File: src/rtl/aes_job_scheduler_if.sv
// aes_job_scheduler_if
// Bundles the channel-side, core-side and result-side signals of the AES job
// scheduler so that the scheduler and its environment share one connection.
//
// Signals:
//   ch_valid/ch_enable/ch_encrypt [NUM_CH]  per-channel request, enable, mode
//   ch_data [NUM_CH*DATA_W]                 channel i at [i*DATA_W +: DATA_W]
//   ch_ready [NUM_CH]                       one-hot accept strobe
//   core_start/core_is_encrypt/core_data    block issued to the AES core
//   core_done/core_result                   result returned by the AES core
//   res_valid/res_ready                     result handshake
//   res_data/res_ch/res_error               result payload, source tag, timeout flag
//   err_count [8]                           saturating timeout count
//
// Modports:
//   master  the scheduler's view
//   slave   the environment's view (channel FIFOs, AES core, consumer)
interface aes_job_scheduler_if #(
    parameter int NUM_CH = 4,
    parameter int DATA_W = 128,
    parameter int CH_W   = (NUM_CH > 1) ? $clog2(NUM_CH) : 1
);
    logic [NUM_CH-1:0]        ch_valid;
    logic [NUM_CH-1:0]        ch_enable;
    logic [NUM_CH-1:0]        ch_encrypt;
    logic [NUM_CH*DATA_W-1:0] ch_data;
    logic [NUM_CH-1:0]        ch_ready;

    logic                     core_start;
    logic                     core_is_encrypt;
    logic [DATA_W-1:0]        core_data;
    logic                     core_done;
    logic [DATA_W-1:0]        core_result;

    logic                     res_valid;
    logic                     res_ready;
    logic [DATA_W-1:0]        res_data;
    logic [CH_W-1:0]          res_ch;
    logic                     res_error;
    logic [7:0]               err_count;

    modport master (
        input  ch_valid, ch_enable, ch_encrypt, ch_data,
        output ch_ready,
        output core_start, core_is_encrypt, core_data,
        input  core_done, core_result,
        output res_valid, res_data, res_ch, res_error, err_count,
        input  res_ready
    );

    modport slave (
        output ch_valid, ch_enable, ch_encrypt, ch_data,
        input  ch_ready,
        input  core_start, core_is_encrypt, core_data,
        output core_done, core_result,
        input  res_valid, res_data, res_ch, res_error, err_count,
        output res_ready
    );
endinterface

File: src/rtl/aes_job_scheduler.sv
// aes_job_scheduler
// Multi-channel front end for a single AES core. Channels that are valid and
// enabled are granted round-robin, one block at a time is issued to the core
// with a start pulse, and the result is returned tagged with its source
// channel. A watchdog turns a missing core_done into a flagged error result.
//
// Ports:
//   HCLK     clock, all logic on the rising edge
//   HRESET   synchronous active-high reset
//   bus      aes_job_scheduler_if.master (channel, core and result signals)
module aes_job_scheduler #(
    parameter int NUM_CH  = 4,
    parameter int DATA_W  = 128,
    parameter int CH_W    = (NUM_CH > 1) ? $clog2(NUM_CH) : 1,
    parameter int TIMEOUT = 255
) (
    input  logic                 HCLK,
    input  logic                 HRESET,
    aes_job_scheduler_if.master  bus
);

    typedef enum logic [1:0] {IDLE, ISSUE, WAIT, HOLD} state_t;

    state_t              state;
    state_t              next_state;
    logic [CH_W-1:0]     last_grant;
    logic [CH_W-1:0]     lat_ch;
    logic [DATA_W-1:0]   lat_data;
    logic                lat_enc;
    logic [DATA_W-1:0]   res_data_q;
    logic                res_error_q;
    logic [7:0]          err_count_q;
    logic [15:0]         timer;

    logic [NUM_CH-1:0]   eligible;
    logic                grant_found;
    logic [CH_W-1:0]     grant_idx;
    logic                upper_found;
    logic [CH_W-1:0]     upper_idx;
    logic [CH_W-1:0]     any_idx;
    logic [DATA_W-1:0]   grant_data;
    logic                grant_enc;
    logic                timeout_hit;
    logic [NUM_CH-1:0]   ch_ready_c;
    logic                core_start_c;
    logic                res_valid_c;

    assign eligible    = bus.ch_valid & bus.ch_enable;
    assign timeout_hit = (timer == 16'(TIMEOUT));

    // Round-robin pick: the lowest eligible channel above last_grant wins;
    // if there is none, wrap around to the lowest eligible channel overall.
    // Scanning downward leaves the lowest match in each candidate.
    always_comb begin
        grant_found = 1'b0;
        upper_found = 1'b0;
        upper_idx   = '0;
        any_idx     = '0;
        for (int i = NUM_CH - 1; i >= 0; i--) begin
            if (eligible[i]) begin
                grant_found = 1'b1;
                any_idx     = CH_W'(i);
                if (i > int'(last_grant)) begin
                    upper_found = 1'b1;
                    upper_idx   = CH_W'(i);
                end
            end
        end
        grant_idx = upper_found ? upper_idx : any_idx;
    end

    // Select the granted channel's block and mode.
    always_comb begin
        grant_data = '0;
        grant_enc  = 1'b0;
        for (int i = 0; i < NUM_CH; i++) begin
            if (CH_W'(i) == grant_idx) begin
                grant_data = bus.ch_data[i*DATA_W +: DATA_W];
                grant_enc  = bus.ch_encrypt[i];
            end
        end
    end

    // State register.
    always_ff @(posedge HCLK) begin
        if (HRESET) begin
            state <= IDLE;
        end else begin
            state <= next_state;
        end
    end

    // Next-state and control outputs. ch_ready is held off during reset so
    // that a request seen in a reset cycle is never acknowledged without
    // being latched.
    always_comb begin
        next_state   = state;
        ch_ready_c   = '0;
        core_start_c = 1'b0;
        res_valid_c  = 1'b0;
        case (state)
            IDLE: begin
                if (grant_found && !HRESET) begin
                    ch_ready_c = NUM_CH'(1) << grant_idx;
                    next_state = ISSUE;
                end
            end
            ISSUE: begin
                core_start_c = 1'b1;
                next_state   = WAIT;
            end
            WAIT: begin
                if (bus.core_done || timeout_hit) begin
                    next_state = HOLD;
                end
            end
            HOLD: begin
                res_valid_c = 1'b1;
                if (bus.res_ready) begin
                    next_state = IDLE;
                end
            end
            default: next_state = IDLE;
        endcase
    end

    // Job datapath: latch the granted block, run the watchdog, capture the
    // result. core_done wins over a coinciding timeout. last_grant moves only
    // when a result is handed off, so skipped or disabled channels never
    // disturb the rotation.
    always_ff @(posedge HCLK) begin
        if (HRESET) begin
            last_grant  <= CH_W'(NUM_CH - 1);
            lat_ch      <= '0;
            lat_data    <= '0;
            lat_enc     <= 1'b0;
            res_data_q  <= '0;
            res_error_q <= 1'b0;
            err_count_q <= '0;
            timer       <= '0;
        end else begin
            case (state)
                IDLE: begin
                    if (grant_found) begin
                        lat_ch   <= grant_idx;
                        lat_data <= grant_data;
                        lat_enc  <= grant_enc;
                    end
                end
                ISSUE: begin
                    timer <= '0;
                end
                WAIT: begin
                    if (bus.core_done) begin
                        res_data_q  <= bus.core_result;
                        res_error_q <= 1'b0;
                    end else if (timeout_hit) begin
                        res_data_q  <= '0;
                        res_error_q <= 1'b1;
                        if (err_count_q != 8'hFF) begin
                            err_count_q <= err_count_q + 8'd1;
                        end
                    end else begin
                        timer <= timer + 16'd1;
                    end
                end
                HOLD: begin
                    if (bus.res_ready) begin
                        last_grant <= lat_ch;
                    end
                end
                default: ;
            endcase
        end
    end

    assign bus.ch_ready        = ch_ready_c;
    assign bus.core_start      = core_start_c;
    assign bus.core_is_encrypt = lat_enc;
    assign bus.core_data       = lat_data;
    assign bus.res_valid       = res_valid_c;
    assign bus.res_data        = res_data_q;
    assign bus.res_ch          = lat_ch;
    assign bus.res_error       = res_error_q;
    assign bus.err_count       = err_count_q;

endmodule

File: src/flat_wrapper.sv
// flat-port wrapper written by rule: the top's interface ports become plain ports
module aes_job_scheduler_flat 
#(
    parameter int NUM_CH  = 4,
    parameter int DATA_W  = 128,
    parameter int CH_W    = (NUM_CH > 1) ? $clog2(NUM_CH) : 1,
    parameter int TIMEOUT = 255
)
  (HCLK, HRESET, bus_ch_valid, bus_ch_enable, bus_ch_encrypt, bus_ch_data, bus_ch_ready, bus_core_start, bus_core_is_encrypt, bus_core_data, bus_core_done, bus_core_result, bus_res_valid, bus_res_data, bus_res_ch, bus_res_error, bus_err_count, bus_res_ready);
  aes_job_scheduler_if #(.NUM_CH(NUM_CH), .DATA_W(DATA_W), .CH_W(CH_W)) bus_i ();
  input  logic HCLK;
  input  logic HRESET;
  input wire logic [$bits(bus_i.ch_valid)-1:0] bus_ch_valid;
  input wire logic [$bits(bus_i.ch_enable)-1:0] bus_ch_enable;
  input wire logic [$bits(bus_i.ch_encrypt)-1:0] bus_ch_encrypt;
  input wire logic [$bits(bus_i.ch_data)-1:0] bus_ch_data;
  output wire logic [$bits(bus_i.ch_ready)-1:0] bus_ch_ready;
  output wire logic [$bits(bus_i.core_start)-1:0] bus_core_start;
  output wire logic [$bits(bus_i.core_is_encrypt)-1:0] bus_core_is_encrypt;
  output wire logic [$bits(bus_i.core_data)-1:0] bus_core_data;
  input wire logic [$bits(bus_i.core_done)-1:0] bus_core_done;
  input wire logic [$bits(bus_i.core_result)-1:0] bus_core_result;
  output wire logic [$bits(bus_i.res_valid)-1:0] bus_res_valid;
  output wire logic [$bits(bus_i.res_data)-1:0] bus_res_data;
  output wire logic [$bits(bus_i.res_ch)-1:0] bus_res_ch;
  output wire logic [$bits(bus_i.res_error)-1:0] bus_res_error;
  output wire logic [$bits(bus_i.err_count)-1:0] bus_err_count;
  input wire logic [$bits(bus_i.res_ready)-1:0] bus_res_ready;
  assign bus_i.ch_valid = bus_ch_valid;
  assign bus_i.ch_enable = bus_ch_enable;
  assign bus_i.ch_encrypt = bus_ch_encrypt;
  assign bus_i.ch_data = bus_ch_data;
  assign bus_ch_ready = bus_i.ch_ready;
  assign bus_core_start = bus_i.core_start;
  assign bus_core_is_encrypt = bus_i.core_is_encrypt;
  assign bus_core_data = bus_i.core_data;
  assign bus_i.core_done = bus_core_done;
  assign bus_i.core_result = bus_core_result;
  assign bus_res_valid = bus_i.res_valid;
  assign bus_res_data = bus_i.res_data;
  assign bus_res_ch = bus_i.res_ch;
  assign bus_res_error = bus_i.res_error;
  assign bus_err_count = bus_i.err_count;
  assign bus_i.res_ready = bus_res_ready;
  aes_job_scheduler #(.NUM_CH(NUM_CH), .DATA_W(DATA_W), .CH_W(CH_W), .TIMEOUT(TIMEOUT)) u_core (.HCLK(HCLK), .HRESET(HRESET), .bus(bus_i));
endmodule
File: config.mk
export PLATFORM = sky130hd
export DESIGN_NAME = aes_job_scheduler_flat
export DESIGN_NICKNAME = d
export VERILOG_FILES = /design/src/rtl/aes_job_scheduler_if.sv /design/src/rtl/aes_job_scheduler.sv /design/src/flat_wrapper.sv
export SDC_FILE = /design/constraint.sdc
export NUM_CORES = 1
export LEC_CHECK = 0
export CAP_MARGIN = 10
export CORE_AREA = 4 4 361 363
export DETAILED_ROUTE_END_ITERATION = 6
export DIE_AREA = 0 0 365 367
export PLACE_DENSITY_LB_ADDON = 0.08
export REMOVE_ABC_BUFFERS = 1
export SLEW_MARGIN = 20
export SYNTH_ARGS = -nofsm -noshare
export SYNTH_HDL_FRONTEND = slang
export SYNTH_SLANG_ARGS = --single-unit
File: constraint.sdc
create_clock -name HCLK -period 1.7 [get_ports HCLK]
set_input_delay 0.34 -clock HCLK [delete_from_list [all_inputs] [get_ports HCLK]]
set_output_delay 0.34 -clock HCLK [all_outputs]
set_load 0.05 [all_outputs]
==> results of run 1 <==
-- how the worst max path moves through the flow --
stage / startpoint / to / slack (ns) / cells past startpoint
2_1_floorplan: u_core.last_grant[0] / bus_ch_ready[1] / -6.72 / 4
4_1_cts: u_core.last_grant[0] / bus_ch_ready[1] / -0.95 / 6
5_1_grt: u_core.last_grant[0] / bus_ch_ready[1] / -0.94 / 6
3_5_place_dp: bus_ch_valid[1] / u_core.bus.core_data[101] / -1.25 / 8
3_3_place_gp: bus_ch_valid[1] / u_core.bus.core_data[101] / -1.27 / 8
6_report: u_core.last_grant[0] / bus_ch_ready[1] / -0.82 / 6
-- registers in the layout, indices dropped and copies added, names as in the netlist --
signal                      cells
u_core.bus.core_data          128
u_core.bus.core_is_encrypt      1
u_core.bus.err_count            8
u_core.bus.res_ch               2
u_core.bus.res_data           128
u_core.bus.res_error            1
u_core.last_grant               2
u_core.state                    2
u_core.timer                   16
-- cells by family after synthesis --
logic type	after synthesis	share of synthesized area [%]
simple gates	315	11.9
mux	84	6.40
buf+inv	153	5.19
flops	288	43.8
compound gates	611	31.3
xor+xnor	12	0.799
fa+ha+maj	6	0.571
-- power by group --
group / total (mW) / internal [mW] / switching, mW
combinational: 26.7 / 11.6 / 15.2
clock: 9.65 / 5.81 / 3.85
sequential: 9.84 / 8.52 / 1.33
total: 46.2 / 25.9 / 20.3
-- through the flow --
stage	TNS [ns]	hold WS (ns)	instances	instance area, um2	utilization [%]
2_1_floorplan	-1132.57	0.409	1322	12500	-
3_3_place_gp	-160.85	0.482	4164	26200	20.6
3_5_place_dp	-162.77	0.484	4164	26200	20.6
4_1_cts	-83.72	0.299	4312	30500	24.0
5_1_grt	-123.57	0.336	4345	32200	25.4
6_report	-93.73	0.348	4356	32300	25.4
-- cell type report --
class,count,area (um2),area share [%]
diodes,14,35.0,0.109
repair buffers,1276,13600,42.2
multi-input cells,1028,9230,28.6
clock inverters,15,179,0.555
well taps,1662,2080,6.45
flip-flops and latches,288,5780,17.9
clock buffers,67,1320,4.09
inverters,6,27.5,0.0854
-- synthesized netlist by cell type, types with 6 or more instances --
cell type / count / share of area (%)
a22oi_1: 129 / 7.4
nor2_1: 156 / 4.5
nand2_1: 20 / 0.57
nand3_1: 11 / 0.42
a21oi_1: 112 / 4.3
buf_4: 9 / 0.51
xnor2_1: 9 / 0.60
o22ai_1: 80 / 3.8
dfxtp_1: 288 / 44
or3_1: 7 / 0.33
or2_0: 23 / 1.1
clkbuf_1: 82 / 2.3
a222oi_1: 48 / 3.7
mux2i_1: 83 / 6.3
a221oi_1: 80 / 5.3
and4_1: 6 / 0.40
o21ai_0: 134 / 5.1
buf_2: 53 / 2.0
or2_2: 47 / 2.2
inv_1: 6 / 0.17
ha_1: 6 / 0.57
or2_1: 8 / 0.38
and3_1: 6 / 0.29
-- worst max-delay path: stages, from the launching register on --
cell and delay (ns):
dfxtp_4 0.37, nand3b_1 0.19, buf_4 0.16, o211a_4 0.22
or3_4 0.35, nor2_4 0.12, buf_12 0.15
-- what timing repair did --
action	in CTS	in global routing
cloned	25	11
resized for setup	316	258
setup buffers	58	37
pin swaps	122	152
endpoints found under the setup margin	284	294
-- per-layer routing --
metal	GRT usage (%)	part of all wire [%]	vias up
met2	28.8	52	657
li1	-	-	8039
met1	17.0	38	8326
met3	5.85	8.5	159
met5	0	0.25	-
met4	3.21	2.0	42
==> flow_summary.json, run 1 <==
{
  "ioPinCount": 930,
  "nets": 3307,
  "end_kind": "output pin",
  "grt_pass1_vias": 18148,
  "r2r_slack_ns": -0.74,
  "fillers": 13554,
  "wire_per_inst_um": 25.8,
  "status": "finished, violations left",
  "syn_area_per_cell_um2": 8.95,
  "htree_levels": 2,
  "portBuffers": 929,
  "drive_above_1_share_pct": 39.7,
  "setup_viol": 281,
  "reg2reg_to": "u_core.bus.core_data[64]",
  "cts-hold-fix-buffers": 0,
  "grt_usage_pct": 15.7,
  "fp.dieH_um": 367,
  "cts_root_buffer": "clkbuf_16",
  "p_leak_nw": 12.1,
  "cap_viol_max_count": 0,
  "worstMarginPinSlew_ns": 0.914,
  "min_path_cells": 4,
  "first_pass_iters": 7,
  "route.vias.total": 17223,
  "antenna_found_initial": 48,
  "synthToLayoutAreaGrowth_pct": 145,
  "fp.dieW_um": 365,
  "min-delay-start": "HRESET",
  "ys.flop_type": "dfxtp_1",
  "critical_path_arrival_ns": 2.18,
  "ys_seq_area_share_pct": 43.8,
  "finalCritPeriodShare_pct": 148,
  "cts_sinks": 288,
  "synth-edff-count": 0,
  "crit_path_start_kind": "flop",
  "critical_path_class": "reg2out",
  "holdPathEnd": "u_core.last_grant[0]",
  "place.gp.congestion": 0.838,
  "fmax_mhz": 397,
  "grt_overflow_total": 0,
  "grt_max_degree": 80,
  "violations": "setup timing",
  "ir_drop_uv": 764,
  "reg2reg_depth": 13,
  "die-area_um2": 134000,
  "grt_pass1_wl_mm": 149,
  "timing.final.ws_setup_ns": -0.822,
  "drtIter0Drc": 908,
  "power_mw": 46.2,
  "fp-row-count": 131,
  "final_cell_mix": "653 x clkdlybuf4s50_1, 410 x buf_4, 279 x dfxtp_1",
  "syn_area_um2": 13200,
  "path_clk_slew_ns": 0.06,
  "synthCells": 1469,
  "drc": 0,
  "drv_slew": 0,
  "powerDensity_nw_per_um2": 1430,
  "layout_min_cycle_time_ns": 2.52,
  "dp.final_hpwl_mm": 84.3,
  "tritoncts": "yes",
  "initial_core_util_pct": 10.4,
  "worst-path-max-fanout": 4,
  "async_flop_share_pct": 0,
  "antenna_left": 0,
  "fin_skew_ns": 0.0359,
  "yosysWarnings": 0,
  "crit_required_ns": 1.36,
  "placeableCoreArea_um2": 127000,
  "ys_ff_latch": 288,
  "cts-buffers-inserted": 45,
  "clk_latency_ns": 0.62,
  "rsz0062_at_grt": "true",
  "place_ws_ns": -1.25,
  "hold_class": "in2reg",
  "relSlewSlack_pct": 39.1,
  "cts_buffer_depth": 3,
  "finalHoldViolCount": 0,
  "final_common_cell": "clkdlybuf4s50_1",
  "drt-total-wl_mm": 112,
  "yosysUniqueCellTypes": 58,
  "r2r-start": "u_core.last_grant[0]",
  "viasPerCell": 3.95
}
(Power assumes the default switching activity.)
==> run 2: changes to the inputs <==
--- a/config.mk
+++ b/config.mk
@@ -6,9 +6,12 @@
 export NUM_CORES = 1
 export LEC_CHECK = 0
 export CAP_MARGIN = 10
-export CORE_AREA = 4 4 361 363
+export CELL_PAD_IN_SITES_DETAIL_PLACEMENT = 2
+export CELL_PAD_IN_SITES_GLOBAL_PLACEMENT = 2
+export CORE_AREA = 4 4 358 360
+export CTS_BUF_LIST = sky130_fd_sc_hd__clkbuf_8 sky130_fd_sc_hd__clkbuf_16
 export DETAILED_ROUTE_END_ITERATION = 6
-export DIE_AREA = 0 0 365 367
+export DIE_AREA = 0 0 362 364
 export PLACE_DENSITY_LB_ADDON = 0.08
 export REMOVE_ABC_BUFFERS = 1
 export SLEW_MARGIN = 20
==> run 2 against run 1 <==
Against the previous run:
- the run still ends with setup timing left
- global-route usage grew 2.7 points
- clock power down 3.3%
- non-clock buffer count up 44
- sequential power increased by 1%
- flip-flop and latch count unchanged
- core utilization grew 1.0 points
- worst setup slack improved by 0.010 ns
- critical path type unchanged
==> flow_summary.json, run 2 (synthesis results as in run 1) <==
{
  "grt_usage_pct": 18.4,
  "fp.dieW_um": 362,
  "violations": "setup timing",
  "grt_overflow_total": 0,
  "clk_latency_ns": 0.63,
  "critical_path_arrival_ns": 2.17,
  "layout_min_cycle_time_ns": 2.51,
  "cp_slowest_cell": "or3_4",
  "drtIter0Drc": 776,
  "whs_ns": 0.257,
  "fp-row-count": 130,
  "r2r-start": "u_core.last_grant[0]",
  "place.gp.congestion": 0.799,
  "reg2reg_to": "u_core.bus.core_data[31]",
  "worstMarginPinSlew_ns": 0.762,
  "drv_slew": 0,
  "portBuffers": 929,
  "status": "finished, violations left",
  "drive_above_1_share_pct": 42.3,
  "critical_path_class": "reg2out",
  "final_common_cell": "clkdlybuf4s50_1",
  "seqCellArea_um2": 5790,
  "reg2reg_depth": 11,
  "cts-buffers-inserted": 45,
  "cts_root_buffer": "clkbuf_16",
  "antenna_found_initial": 62,
  "drt-total-wl_mm": 129,
  "htree_levels": 2,
  "min-delay-start": "HRESET",
  "first_pass_iters": 6,
  "fillers": 13642,
  "setup_tns_ns": -90.02,
  "viasPerCell": 4.08,
  "tritoncts": "yes",
  "fp.dieH_um": 364,
  "grt_pass1_vias": 20081,
  "fin_skew_ns": 0.0218,
  "hold_class": "in2reg",
  "finalHoldViolCount": 0,
  "dp.final_hpwl_mm": 96.7,
  "drc": 0,
  "initial_core_util_pct": 10.5,
  "grt_pass1_wl_mm": 171,
  "die-area_um2": 132000,
  "final_cell_area_um2": 33100,
  "crit_required_ns": 1.36,
  "path_clk_slew_ns": 0.06,
  "p_leak_nw": 12.3,
  "timing.final.ws_setup_ns": -0.812,
  "wire_per_inst_um": 29.3,
  "crit_path_start_kind": "flop",
  "grt_max_degree": 89,
  "place_ws_ns": -1.25,
  "crit_chain": "nand3b_1 > buf_6 > nand3_1 > o211a_4 > or3_4 > nor2_4 > buf_12",
  "route.vias.total": 17924,
  "power_mw": 47.0,
  "worst-path-max-fanout": 4,
  "fmax_mhz": 398,
  "dpl-instance-area_um2": 26300,
  "ir_drop_uv": 762,
  "relSlewSlack_pct": 49.2,
  "nets": 3351,
  "final_cells": 4391,
  "powerDensity_nw_per_um2": 1420,
  "cts-hold-fix-buffers": 0,
  "cpPeakStageDelay_ns": 0.38,
  "r2r_slack_ns": -0.80,
  "cts_sinks": 288,
  "finalCritPeriodShare_pct": 148,
  "final_cell_mix": "653 x clkdlybuf4s50_1, 425 x buf_4, 275 x dfxtp_1",
  "holdPathEnd": "u_core.timer[14]",
  "setup_viol": 280,
  "multi_input_area_um2": 9660,
  "ioPinCount": 930,
  "final_util_pct": 26.4,
  "antenna_left": 0,
  "cts_buffer_depth": 3,
  "cap_viol_max_count": 0,
  "synthToLayoutAreaGrowth_pct": 151,
  "dp.cells": 4179,
  "min_path_cells": 3,
  "placeableCoreArea_um2": 125000,
  "rsz0062_at_grt": "true",
  "end_kind": "output pin"
}
run 2: cell count changes in the layout (fill, tap and decap cells not counted), moves of 15 or more:
cell	change
a221oi_4	-23
buf_4	+15
mux2i_4	+57
buf_6	+22
a221oi_2	+21
mux2i_1	-66
a21oi_1	+34
a21oi_2	-34
run 2: how the worst max path moves through the flow:
stage	startpoint	to	slack, ns	cells after the start
after floorplan	u_core.last_grant[0]	bus_ch_ready[1]	-6.72	4
after global placement	bus_ch_valid[0]	u_core.bus.core_data[45]	-1.24	8
after detailed placement	bus_ch_enable[2]	u_core.bus.core_data[45]	-1.25	8
after CTS	u_core.last_grant[0]	bus_ch_ready[1]	-0.90	7
after global routing	u_core.last_grant[0]	bus_ch_ready[1]	-0.93	7
final	u_core.last_grant[0]	bus_ch_ready[1]	-0.81	7
run 2: worst max-delay path, delay by kind of cell, from the launching register on:
kind | cells | cell delay (ns)
simple gates | 4 | 0.75
flops | 1 | 0.36
buf+inv | 2 | 0.27
compound gates | 1 | 0.17
run 2: repair_timing:
item                       4_1_cts  5_1_grt
buffers inserted                88       60
gates resized for setup        470      268
gates cloned                    26        9
hold endpoints to repair         0        0
setup endpoints to repair      299      301
pin swaps                      148      176
run 2: power by group:
part	total (mW)	internal [mW]	switching, mW
clock	9.33	5.39	3.94
sequential	9.94	8.52	1.41
combinational	27.8	11.9	15.9
run 2: area by class of cell:
cell class,instances,share of cell area (%)
diodes,21,0.159
clock inverters,20,0.428
clock buffers,58,3.95
well taps,1650,6.25
flip-flops and latches,288,17.5
repair buffers,1320,42.4
inverters,6,0.0833
multi-input cells,1028,29.2
run 2: per-layer routing:
metal  up-vias  global-route usage [%]  share of wire (%)
met4        64                    2.96                1.5
met5         -                       0               0.33
met3       157                    6.84                7.8
met1      8944                    20.2                 38
met2       613                    34.1                 52
li1       8146                       -                  -
==> run 3: changes to the inputs <==
--- a/config.mk
+++ b/config.mk
@@ -5,14 +5,15 @@
 export SDC_FILE = /design/constraint.sdc
 export NUM_CORES = 1
 export LEC_CHECK = 0
+export ABC_AREA = 1
 export CAP_MARGIN = 10
 export CELL_PAD_IN_SITES_DETAIL_PLACEMENT = 2
 export CELL_PAD_IN_SITES_GLOBAL_PLACEMENT = 2
-export CORE_AREA = 4 4 358 360
+export CORE_AREA = 4 4 359 361
 export CTS_BUF_LIST = sky130_fd_sc_hd__clkbuf_8 sky130_fd_sc_hd__clkbuf_16
 export DETAILED_ROUTE_END_ITERATION = 6
-export DIE_AREA = 0 0 362 364
-export PLACE_DENSITY_LB_ADDON = 0.08
+export DIE_AREA = 0 0 363 365
+export PLACE_DENSITY = 0.54
 export REMOVE_ABC_BUFFERS = 1
 export SLEW_MARGIN = 20
 export SYNTH_ARGS = -nofsm -noshare
==> run 3 against run 2 <==
Against the previous run:
- the flow still finishes with violations (setup timing)
- core utilization decreased by 2.3 points
- clock skew decreased by 0.0022 ns
- clock-buffer cell count decreased by 1
- non-clock buffer count decreased by 109
- highest routed layer unchanged
- cell count increased by 11%
- first-iteration DRC count increased by 6.3%
- synthesized area increased by 6.7%
- flip-flop and latch count unchanged
- critical path type is now in2out
- wire length decreased by 6.1%
- cell area decreased by 8.5%
- sequential power decreased by 7.0%
- via count increased by 9.4%
==> flow_summary.json, run 3 <==
{
  "finalCritPeriodShare_pct": 130,
  "fp.dieW_um": 363,
  "synth_top_family_by_area": "simple AND/OR/NAND/NOR gates",
  "drtIter0Drc": 825,
  "antenna_left": 0,
  "clk_latency_ns": 0.59,
  "r2r_slack_ns": -0.40,
  "synthToLayoutAreaGrowth_pct": 115,
  "synth-edff-count": 0,
  "first_pass_iters": 5,
  "fillers": 14462,
  "fp.dieH_um": 365,
  "cpPeakStageDelay_ns": 0.46,
  "grt_usage_pct": 17.1,
  "die-area_um2": 132000,
  "wire_per_inst_um": 24.8,
  "synth_top_area_share_pct": 41.1,
  "p_int_mw": 21.5,
  "cts_root_buffer": "clkbuf_16",
  "cp_slowest_cell": "clkdlybuf4s50_1",
  "synth_area_leaders": "dfxtp_1 41%, nand2_1 14%, a21oi_1 13%, nand3_1 10%, o21ai_0 4.8%",
  "seqPwrFrac_pct": 23.6,
  "finalHoldViolCount": 0,
  "synthTopCellsByCount": "530 x nand2_1, 373 x a21oi_1, 288 x dfxtp_1",
  "portBuffers": 929,
  "yosys.area.top_type": "dfxtp_1",
  "fin_skew_ns": 0.0196,
  "critical_path_class": "in2out",
  "syn_area_per_cell_um2": 6.76,
  "drv_slew": 0,
  "p_leak_nw": 12.3,
  "status": "finished, violations left",
  "rsz0062_at_grt": "true",
  "nets": 3824,
  "post-synth-top-count-cell": "nand2_1",
  "fmax_mhz": 452,
  "drc": 0,
  "yosys.area_share.adder_pct": 0.535,
  "synthCells": 2076,
  "cts_sinks": 288,
  "route.vias.total": 19606,
  "viasPerCell": 4.02,
  "timing.final.ws_setup_ns": -0.511,
  "cap_viol_max_count": 0,
  "drt-total-wl_mm": 121,
  "relSlewSlack_pct": 60.9,
  "ys_seq_area_share_pct": 41.1,
  "final_cell_mix": "652 x clkdlybuf4s50_1, 430 x nand2_1, 430 x buf_4",
  "dp.final_hpwl_mm": 93.2,
  "yosysWarnings": 0,
  "powerDensity_nw_per_um2": 1290,
  "violations": "setup timing",
  "crit_path_start_kind": "input pin",
  "grt_overflow_total": 0,
  "comb_power_share_pct": 51.3,
  "tritoncts": "yes",
  "power.switching_mw": 17.6,
  "htree_levels": 2,
  "whs_ns": 0.104,
  "place.gp.congestion": 0.816,
  "cts-hold-fix-buffers": 0,
  "layout_min_cycle_time_ns": 2.21,
  "yosysUniqueCellTypes": 30,
  "swShare_pct": 45.1,
  "power_mw": 39.1,
  "synthXorXnorAreaFrac_pct": 0.562,
  "async_flop_share_pct": 0,
  "cts-buffers-inserted": 45,
  "p_clk_share_pct": 25.1,
  "final_common_cell": "clkdlybuf4s50_1",
  "grt_max_degree": 97,
  "drive_above_1_share_pct": 26.5,
  "cts_buffer_depth": 3,
  "antenna_found_initial": 55,
  "placeableCoreArea_um2": 125000,
  "fp-row-count": 130,
  "synth_mux_area_share_pct": 0,
  "hold_class": "in2reg",
  "ys.flop_type": "dfxtp_1",
  "worst-path-max-fanout": 4,
  "initial_core_util_pct": 11.2,
  "worstMarginPinSlew_ns": 0.587,
  "critical_path_arrival_ns": 1.87,
  "crit_chain": "clkdlybuf4s50_1 > nand2_1 > nand2_1 > buf_4 > nor2_2 > nor2_4 > nand2_4 > buf_4 > nor2_4 > buf_12",
  "yosys.area_share.simple_pct": 27.2,
  "synth_compound_area_share_pct": 21.9,
  "syn_area_um2": 14000,
  "grt_pass1_wl_mm": 163,
  "ir_drop_uv": 609,
  "path_clk_slew_ns": 0.06,
  "end_kind": "output pin",
  "ioPinCount": 930,
  "ys_ff_latch": 288,
  "crit_required_ns": 1.36,
  "setup_viol": 142,
  "grt_pass1_vias": 20918
}
run 3: cells by family after synthesis:
logic type      after synthesis
fa+ha+maj                     6
buf+inv                     293
flops                       288
xor+xnor                      9
compound gates              592
simple gates                888
run 3: path summary, 6_finish.rpt:
path                        startpoint                        to  depth (start not counted)
hold reg to reg   u_core.bus.res_error      u_core.bus.res_error                          2
setup reg to reg  u_core.last_grant[1]  u_core.bus.core_data[79]                         12
hold / removal                  HRESET   u_core.bus.res_data[27]                          3
setup / recovery       bus_ch_valid[1]           bus_ch_ready[3]                         10
run 3: per-layer routing:
layer  routed length (um)  up-vias  global-route usage [%]
li1                     -     9281                       -
met4                 2410       44                    3.84
met3                10500      145                    6.41
met1                48300     9469                    19.6
met5                  325        -                       0
met2                59500      667                    30.3
run 3: power by group through the flow:
stage                     Sequential [mW]  Clock, mW  Combinational [mW]
after global placement               9.32          0                18.6
after CTS                            9.25       10.3                20.0
after floorplan                      12.7          0                3.78
after detailed placement             9.34          0                18.7
final                                9.24       9.80                20.1
after global routing                 9.42       10.6                21.4
run 3: final cells by class:
class	instances	area [um2]	share of cell area (%)
Timing Repair Buffer	1211	12300	40.8
Antenna cell	25	62.6	0.207
Clock inverter	25	234	0.774
Tap cell	1650	2060	6.83
Clock buffer	57	1290	4.27
Inverter	121	468	1.55
Sequential cell	288	5780	19.1
Multi-Input combinational cell	1495	8000	26.4
run 3: through the flow:
step	setup WS, ns	TNS [ns]	std cells	area [um2]	utilization, %
6_report	-0.511	-39.08	4872	30200	24.1
5_1_grt	-0.613	-61.65	4855	30200	24.1
4_1_cts	-0.591	-49.94	4820	29400	23.4
3_5_place_dp	-1.01	-105.96	4692	26300	21.0
3_3_place_gp	-0.956	-101.53	4692	26300	21.0
2_1_floorplan	-4.39	-1084.82	1904	13300	-
run 3: critical path: cells and delay by family:
kind / cells / cell delay [ns]
simple gates: 6 / 0.64
buf+inv: 4 / 0.88
run 3: what timing repair did:
item / 4_1_cts / 5_1_grt
cloned: 20 / 6
setup buffers: 30 / 27
setup endpoints to repair: 252 / 286
endpoints found under the hold margin: 0 / 0
pin swaps: 24 / 46
gates resized for setup: 181 / 166
